## src/rtl/lock_code_sender.sv

```systemverilog
// Drives a combination lock: on start, latches the code, pulses lock_r, streams N digits, then awaits L (with retries).
// Latency: lock_r in the cycle after start; done at start+N+3 on success; each failed attempt costs 1+N+TIMEOUT cycles.
// No backpressure: start is only sampled in IDLE and digits stream back-to-back, since the lock has no ready.
module lock_code_sender #(
    parameter int W         = 3,
    parameter int N         = 3,
    parameter int TIMEOUT   = 8,
    parameter int MAX_TRIES = 2
) (
    input  logic           clk,
    input  logic           r,
    input  logic           start,
    input  logic [N*W-1:0] code,
    input  logic           L,
    output logic [W-1:0]   X,
    output logic           e,
    output logic           lock_r,
    output logic           busy,
    output logic           done,
    output logic           fail
);
    localparam int IW = (N > 1) ? $clog2(N) : 1;
    localparam int TW = (TIMEOUT > 1) ? $clog2(TIMEOUT) : 1;
    localparam int AW = $clog2(MAX_TRIES + 1);
    localparam logic [IW-1:0] IDX_LAST = IW'(N - 1);
    localparam logic [TW-1:0] CNT_LAST = TW'(TIMEOUT - 1);
    localparam logic [AW-1:0] ATT_MAX  = AW'(MAX_TRIES);

    typedef enum logic [2:0] {IDLE, CLR, SEND, WAIT, DONE, FAIL} state_t;

    state_t           state, state_nxt;
    logic [IW-1:0]    idx, idx_nxt;
    logic [TW-1:0]    cnt, cnt_nxt;
    logic [AW-1:0]    att, att_nxt;
    logic [N*W-1:0]   code_q, code_nxt;

    // Digit 0 sits in the most significant slice of the code.
    function automatic logic [W-1:0] digit_at(input logic [N*W-1:0] c, input logic [IW-1:0] i);
        logic [W-1:0] d;
        d = '0;
        for (int k = 0; k < N; k++) begin
            if (i == IW'(k)) d = c[(N-1-k)*W +: W];
        end
        return d;
    endfunction

    always_comb begin
        state_nxt = state;
        idx_nxt   = idx;
        cnt_nxt   = cnt;
        att_nxt   = att;
        code_nxt  = code_q;
        case (state)
            IDLE: begin
                if (start) begin
                    code_nxt  = code;
                    att_nxt   = AW'(1);
                    state_nxt = CLR;
                end
            end
            CLR: begin
                idx_nxt   = '0;
                state_nxt = SEND;
            end
            SEND: begin
                if (idx == IDX_LAST) begin
                    cnt_nxt   = '0;
                    state_nxt = WAIT;
                end else begin
                    idx_nxt = idx + IW'(1);
                end
            end
            WAIT: begin
                // An unlock seen on the final window cycle still counts as success.
                if (L) begin
                    state_nxt = DONE;
                end else if (cnt == CNT_LAST) begin
                    if (att < ATT_MAX) begin
                        att_nxt   = att + AW'(1);
                        state_nxt = CLR;
                    end else begin
                        state_nxt = FAIL;
                    end
                end else begin
                    cnt_nxt = cnt + TW'(1);
                end
            end
            DONE:    state_nxt = IDLE;
            FAIL:    state_nxt = IDLE;
            default: state_nxt = IDLE;
        endcase
    end

    // Outputs are decoded from the next state so they line up with the state they describe.
    always_ff @(posedge clk or negedge r) begin
        if (!r) begin
            state  <= IDLE;
            idx    <= '0;
            cnt    <= '0;
            att    <= '0;
            code_q <= '0;
            X      <= '0;
            e      <= 1'b0;
            lock_r <= 1'b0;
            busy   <= 1'b0;
            done   <= 1'b0;
            fail   <= 1'b0;
        end else begin
            state  <= state_nxt;
            idx    <= idx_nxt;
            cnt    <= cnt_nxt;
            att    <= att_nxt;
            code_q <= code_nxt;
            X      <= (state_nxt == SEND) ? digit_at(code_q, idx_nxt) : '0;
            e      <= (state_nxt == SEND);
            lock_r <= (state_nxt == CLR);
            busy   <= (state_nxt != IDLE);
            done   <= (state_nxt == DONE);
            fail   <= (state_nxt == FAIL);
        end
    end
endmodule

```

## config.mk

```make
export PLATFORM = sky130hd
export DESIGN_NAME = lock_code_sender
export DESIGN_NICKNAME = d
export VERILOG_FILES = /design/src/rtl/lock_code_sender.sv
export SDC_FILE = /design/constraint.sdc
export NUM_CORES = 1
export LEC_CHECK = 0
export CAP_MARGIN = 20
export CELL_PAD_IN_SITES_DETAIL_PLACEMENT = 0
export CELL_PAD_IN_SITES_GLOBAL_PLACEMENT = 2
export CORE_MARGIN = 2
export CORE_UTILIZATION = 31
export CTS_CLUSTER_DIAMETER = 120
export CTS_CLUSTER_SIZE = 28
export DETAILED_ROUTE_END_ITERATION = 8
export PLACE_DENSITY = 0.84
export SYNTH_ARGS = -nofsm -noshare
export SYNTH_HDL_FRONTEND = slang
export SYNTH_SLANG_ARGS = --single-unit
export TNS_END_PERCENT = 100
```

## constraint.sdc

```tcl
create_clock -name clk -period 1.9 [get_ports clk]
set_clock_uncertainty 0.05 [all_clocks]
set_input_delay 0.19 -clock clk [delete_from_list [all_inputs] [get_ports clk]]
set_output_delay 0.19 -clock clk [all_outputs]
set_load 0.02 [all_outputs]
```

==> results of run 1 <==
[power groups by stage]
stage	Sequential [uW]	Combinational (uW)	Clock [uW]
global placement	1030	1150	0
global route	1080	1550	358
floorplan	1000	898	0
finish	1050	1400	320
detailed placement	1050	1200	0
CTS	1040	1240	334
[through the flow]
stage,power [uW],TNS (ns),hold WS [ns],instance area (sq um),utilization
finish,2770,0,0.232,1680,0.420
global route,2990,-0.00402,0.266,1680,0.420
floorplan,1900,0,-0.156,1290,-
global placement,2170,0,0.420,1540,0.386
CTS,2620,0,0.248,1610,0.403
detailed placement,2250,-0.183,0.430,1540,0.386
[worst max-delay path by stage]
stage	end	slack, ns
floorplan	cnt[0]	0.15
global placement	X[0]	0.04
detailed placement	X[2]	-0.08
CTS	X[1]	0.01
global route	X[0]	-0.004
finish	cnt[0]	0.09
[routing by layer]
layer,vias up,share of wire,global-route usage
li1,422,-,-
met1,438,0.44,0.155
met2,30,0.48,0.212
met3,8,0.058,0.0362
met4,0,0.022,0.0375
met5,-,0,0
[cells by family after synthesis]
kind of cell,Yosys count,share of synthesized area
AOI/OAI and AO/OA,19,0.128
adders and majority gates,4,0.0388
buffers and inverters,13,0.0553
DFF,27,0.524
muxes,11,0.0932
and+or+nand+nor,30,0.160
[sequential cells by signal (all words and copies together), names as in the netlist]
register  cells
fail          1
state         3
busy          1
done          1
att           2
code_q        9
X             3
lock_r        1
idx           2
cnt           3
e             1
[worst max-delay path, stage by stage (launching register included)]
cell and delay, ns:
dfrtp_1 0.39, ha_1 0.21, ha_2 0.20, nor2_1 0.11
a21oi_1 0.08, or3b_4 0.39, mux2_4 0.27
[layout make-up]
cell class / count / area share
Inverter: 9 / 0.0201
Sequential cell: 27 / 0.404
Clock buffer: 4 / 0.0268
Multi-Input combinational cell: 64 / 0.361
Tap cell: 50 / 0.0373
Timing Repair Buffer: 27 / 0.151
[what timing repair did]
action / 4_1_cts / 5_1_grt
pin swaps: 4 / 6
endpoints found under the setup margin: 4 / 4
buffers inserted: 1 / 2
gates resized for setup: 4 / 12
[cell usage after synthesis]
master,instances,area [sq um]
mux2i_1,3,30.0
and2_1,1,6.26
inv_1,9,33.8
o21ai_0,3,15.0
a22o_1,2,17.5
and2b_1,1,7.51
a31o_1,1,8.76
a21oi_1,2,10.0
a221oi_4,1,26.3
a31oi_1,1,6.26
or2_2,1,6.26
mux2_1,5,56.3
buf_6,2,22.5
nor2_1,3,11.3
o21bai_4,1,18.8
nand2_2,1,6.26
buf_4,2,15.0
o21bai_1,2,15.0
nand2_1,6,22.5
mux2_2,3,33.8
or3b_1,1,8.76
nor3_1,2,10.0
dfrtp_1,27,676
ha_1,4,50.1
a221oi_1,1,8.76
nor4b_4,1,23.8
o211ai_1,1,7.51
nand4b_1,1,8.76
nor3b_2,2,25.0
nor2b_1,5,31.3
and2b_4,2,20.0
o32ai_1,3,26.3
and3_1,2,12.5
o21ai_1,1,5.00
or2_0,1,6.26
==> impl_metrics.env, run 1 <==
export IMPL_cts_clk_slew_worst_paths_ns=0.09
export IMPL_p_sw_uw=1060
export IMPL_grt_max_degree=28
export IMPL_synth_seq_cells=27
export IMPL_fillCellCount=374
export IMPL_core_area_sq_mm=0.00400
export IMPL_syn_area_sq_mm=0.00129
export IMPL_pwr_share_seq=0.380
export IMPL_io_pins=21
export IMPL_status="complete, no violations"
export IMPL_drive_gt1_frac=0.275
export IMPL_syn_area_per_cell_sq_um=12.4
export IMPL_setup_viol=0
export IMPL_max_slew_margin=0.742
export IMPL_power_frac_clock=0.116
export IMPL_cts_sinks=27
export IMPL_antenna_cells=0
export IMPL_via_per_inst=4.96
export IMPL_hold_viol=0
export IMPL_internal_power_uw=1710
export IMPL_start_util=0.322
export IMPL_wire_per_inst_um=13.9
export IMPL_die_area_sq_mm=0.00469
export IMPL_min_period_ns=1.81
export IMPL_tightestPinTransition_ns=0.385
export IMPL_vias=898
export IMPL_place_worst_setup_slack_ns=-0.0751
export IMPL_power_density_mw_per_mm2=1650
export IMPL_multiInputGateArea_sq_um=607
export IMPL_die_y_um=68.5
export IMPL_worstPathMaxFanout=4
export IMPL_final_cell_mix="dfrtp_1, clkdlybuf4s50_1, inv_1, buf_4, nand2_1"
export IMPL_track_usage=0.126
export IMPL_critPathLaunchType="register"
export IMPL_max_clock_path_buffers=2
export IMPL_crit_type="register to register"
export IMPL_synthToLayoutAreaGrowth_pct=30.3
export IMPL_hold_buffers=0
export IMPL_drv_cap=0
export IMPL_insertion_delay_ns=0.27
export IMPL_gp_congestion=0.838
export IMPL_yosys_cell_types_count=35
export IMPL_grt_pass1_wl_um=4290
export IMPL_portBuffers=20
export IMPL_dpl_cell_count=174
export IMPL_drtAntennaViolNets=0
export IMPL_fin_cells=181
export IMPL_die_x_um=68.5
export IMPL_drt_pass1_iterations=4
export IMPL_r2r_start="cnt[0]"
export IMPL_hold_path_class="primary input to async pin"
export IMPL_arrival_ns=1.92
export IMPL_rrSetupSlack_ns=0.09
export IMPL_num_rows=23
export IMPL_cp_end_kind="register"
export IMPL_vdd_drop_max_v=0.000615
export IMPL_critPathRequiredTime_ns=2.01
export IMPL_nNetsFinal=149
export IMPL_grt_pass1_vias=946
export IMPL_cts_buffers=3
export IMPL_switching_share=0.382
export IMPL_grt_overflow=0
export IMPL_worstReg2RegEnd="cnt[0]"
export IMPL_ys_seq_area_frac=0.524
export IMPL_r2r_cells=6
export IMPL_antenna_found_initial=0
export IMPL_root_buffer="clkbuf_8"
export IMPL_combPwrFrac=0.505
export IMPL_setup_ws_ns=0.0898
export IMPL_h_tree_depth=1
export IMPL_fmax_mhz=552
export IMPL_drt_iter0_markers=53
export IMPL_p_leak_uw=0.000736
export IMPL_ff_latch_area_sq_um=678
export IMPL_layout_cells_most_common="dfrtp_1"
export IMPL_drc_errors=0
export IMPL_synth_fp_nets=121
export IMPL_yosysWarningCount=0
export IMPL_wl_um=2520
export IMPL_drv_slew=0
export IMPL_syn_inst=104
export IMPL_dp_hpwl_um=1850
export IMPL_timing_final_crit_share=0.953
export IMPL_startpoint="cnt[0]"
export IMPL_cts_tree="yes"
Power figures use the tool's default switching activity.
==> run 2: changes to the inputs <==
--- a/config.mk
+++ b/config.mk
@@ -13,7 +13,7 @@
 export CTS_CLUSTER_DIAMETER = 120
 export CTS_CLUSTER_SIZE = 28
 export DETAILED_ROUTE_END_ITERATION = 8
-export PLACE_DENSITY = 0.84
+export PLACE_DENSITY = 0.82
 export SYNTH_ARGS = -nofsm -noshare
 export SYNTH_HDL_FRONTEND = slang
 export SYNTH_SLANG_ARGS = --single-unit
==> impl_metrics.env, run 2 (synthesis gave the netlist of run 1 again) <==
export IMPL_die_x_um=68.5
export IMPL_fin_cells=182
export IMPL_cts_tree="yes"
export IMPL_grt_overflow=0
export IMPL_nNetsFinal=150
export IMPL_setup_ws_ns=0.0759
export IMPL_h_tree_depth=1
export IMPL_grt_pass1_vias=866
export IMPL_antenna_cells=0
export IMPL_drv_cap=0
export IMPL_die_area_sq_mm=0.00469
export IMPL_vdd_drop_max_v=0.000733
export IMPL_gp_congestion=0.793
export IMPL_power_frac_clock=0.123
export IMPL_met2_usage=0.197
export IMPL_drive_gt1_frac=0.235
export IMPL_r2r_cells=7
export IMPL_via_per_inst=4.66
export IMPL_io_pins=21
export IMPL_dpl_cell_count=176
export IMPL_critPathRequiredTime_ns=2.03
export IMPL_worstReg2RegEnd="X[1]"
export IMPL_wl_um=2400
export IMPL_status="complete, no violations"
export IMPL_portBuffers=20
export IMPL_pwr_share_seq=0.385
export IMPL_antenna_found_initial=0
export IMPL_drv_slew=0
export IMPL_arrival_ns=1.95
export IMPL_layout_cells_most_common="dfrtp_1"
export IMPL_p_total_uw=2680
export IMPL_dp_hpwl_um=1690
export IMPL_worstPathMaxFanout=4
export IMPL_hold_viol=0
export IMPL_wire_per_inst_um=13.2
export IMPL_p_sw_uw=1010
export IMPL_grt_busiest_layer="met2"
export IMPL_switching_share=0.377
export IMPL_startpoint="cnt[0]"
export IMPL_hold_buffers=0
export IMPL_start_util=0.322
export IMPL_placed_area_sq_mm=0.00156
export IMPL_met1_usage=0.133
export IMPL_tightestPinTransition_ns=0.466
export IMPL_synthToLayoutAreaGrowth_pct=29.0
export IMPL_root_buffer="clkbuf_8"
export IMPL_place_worst_setup_slack_ns=-0.0244
export IMPL_top_register="code_q"
export IMPL_power_density_mw_per_mm2=1610
export IMPL_max_clock_path_buffers=2
export IMPL_cts_buffers=3
export IMPL_cts_sinks=27
export IMPL_drtAntennaViolNets=0
export IMPL_drt_iter0_markers=17
export IMPL_grt_pass1_wl_um=3880
export IMPL_grt_setup_unrepaired="no"
export IMPL_grtUsageMet3=0.0313
export IMPL_critPathLaunchType="register"
export IMPL_fin_area_sq_mm=0.00166
export IMPL_internal_power_uw=1670
export IMPL_timing_final_crit_share=0.960
export IMPL_grt_max_degree=28
export IMPL_cts_clk_slew_worst_paths_ns=0.09
export IMPL_core_area_sq_mm=0.00400
export IMPL_cp_end_kind="register"
export IMPL_combPwrFrac=0.492
export IMPL_drc_errors=0
export IMPL_hold_path_class="primary input to async pin"
export IMPL_p_leak_uw=0.000731
export IMPL_max_slew_margin=0.689
export IMPL_num_rows=23
export IMPL_r2r_start="cnt[0]"
export IMPL_fmax_mhz=548
export IMPL_largest_reg_flops=9
export IMPL_holdWs_ns=0.237
export IMPL_drt_pass1_iterations=3
export IMPL_insertion_delay_ns=0.27
export IMPL_fillCellCount=371
export IMPL_final_cell_mix="dfrtp_1, clkdlybuf4s50_1, inv_1"
export IMPL_die_y_um=68.5
export IMPL_crit_type="register to register"
export IMPL_track_usage=0.112
export IMPL_rrSetupSlack_ns=0.08
export IMPL_vias=848
export IMPL_min_period_ns=1.82
export IMPL_setup_viol=0
==> run 2: stage by stage <==
step	setup TNS (ns)	util
2_1_floorplan	0	-
3_3_place_gp	-0.00866	0.390
3_5_place_dp	-0.0647	0.390
4_1_cts	0	0.404
5_1_grt	0	0.416
6_report	0	0.416
==> run 2: final cells by class <==
type / instances / area [sq um] / share of cell area
Tap cell: 50 / 62.6 / 0.0376
Multi-Input combinational cell: 64 / 581 / 0.349
Clock inverter: 1 / 7.51 / 0.00451
Timing Repair Buffer: 28 / 260 / 0.157
Clock buffer: 3 / 41.3 / 0.0248
Inverter: 9 / 33.8 / 0.0203
Sequential cell: 27 / 677 / 0.407
==> run 2: power by group through the flow <==
stage | clock network, uW | registers [uW] | logic, uW
2_1_floorplan | 0 | 1000 | 898
3_3_place_gp | 0 | 1010 | 1190
3_5_place_dp | 0 | 1030 | 1230
4_1_cts | 344 | 1020 | 1250
5_1_grt | 371 | 1060 | 1450
6_report | 330 | 1030 | 1320
==> run 2: worst max-delay path by stage <==
stage | slack, ns | to | cells after the start
2_1_floorplan | 0.15 | cnt[0] | 6
3_3_place_gp | -0.009 | X[1] | 6
3_5_place_dp | -0.02 | X[0] | 6
4_1_cts | 0.002 | cnt[0] | 6
5_1_grt | 0.008 | X[2] | 7
6_report | 0.08 | X[1] | 7
==> run 2: repair_timing <==
item,in CTS,in global routing
setup endpoints to repair,3,8
gates cloned,0,0
resized for setup,2,8
pin swaps,1,4
setup buffers,0,2
==> run 2: metal layers <==
metal  part of all wire  vias to the layer above  wire length (um)
met2               0.50                       17              1200
met1               0.45                      410              1080
met5                  0                        -                 0
met3              0.041                        2                98
li1                   -                      419                 -
met4             0.0050                        0                12
==> run 2: critical path: stages, from the launching register on <==
cell and delay (ns):
dfrtp_1 0.40, ha_2 0.20, ha_4 0.17, or2_4 0.27, a31oi_4 0.20, buf_4 0.13
o211ai_1 0.14, o32ai_1 0.15
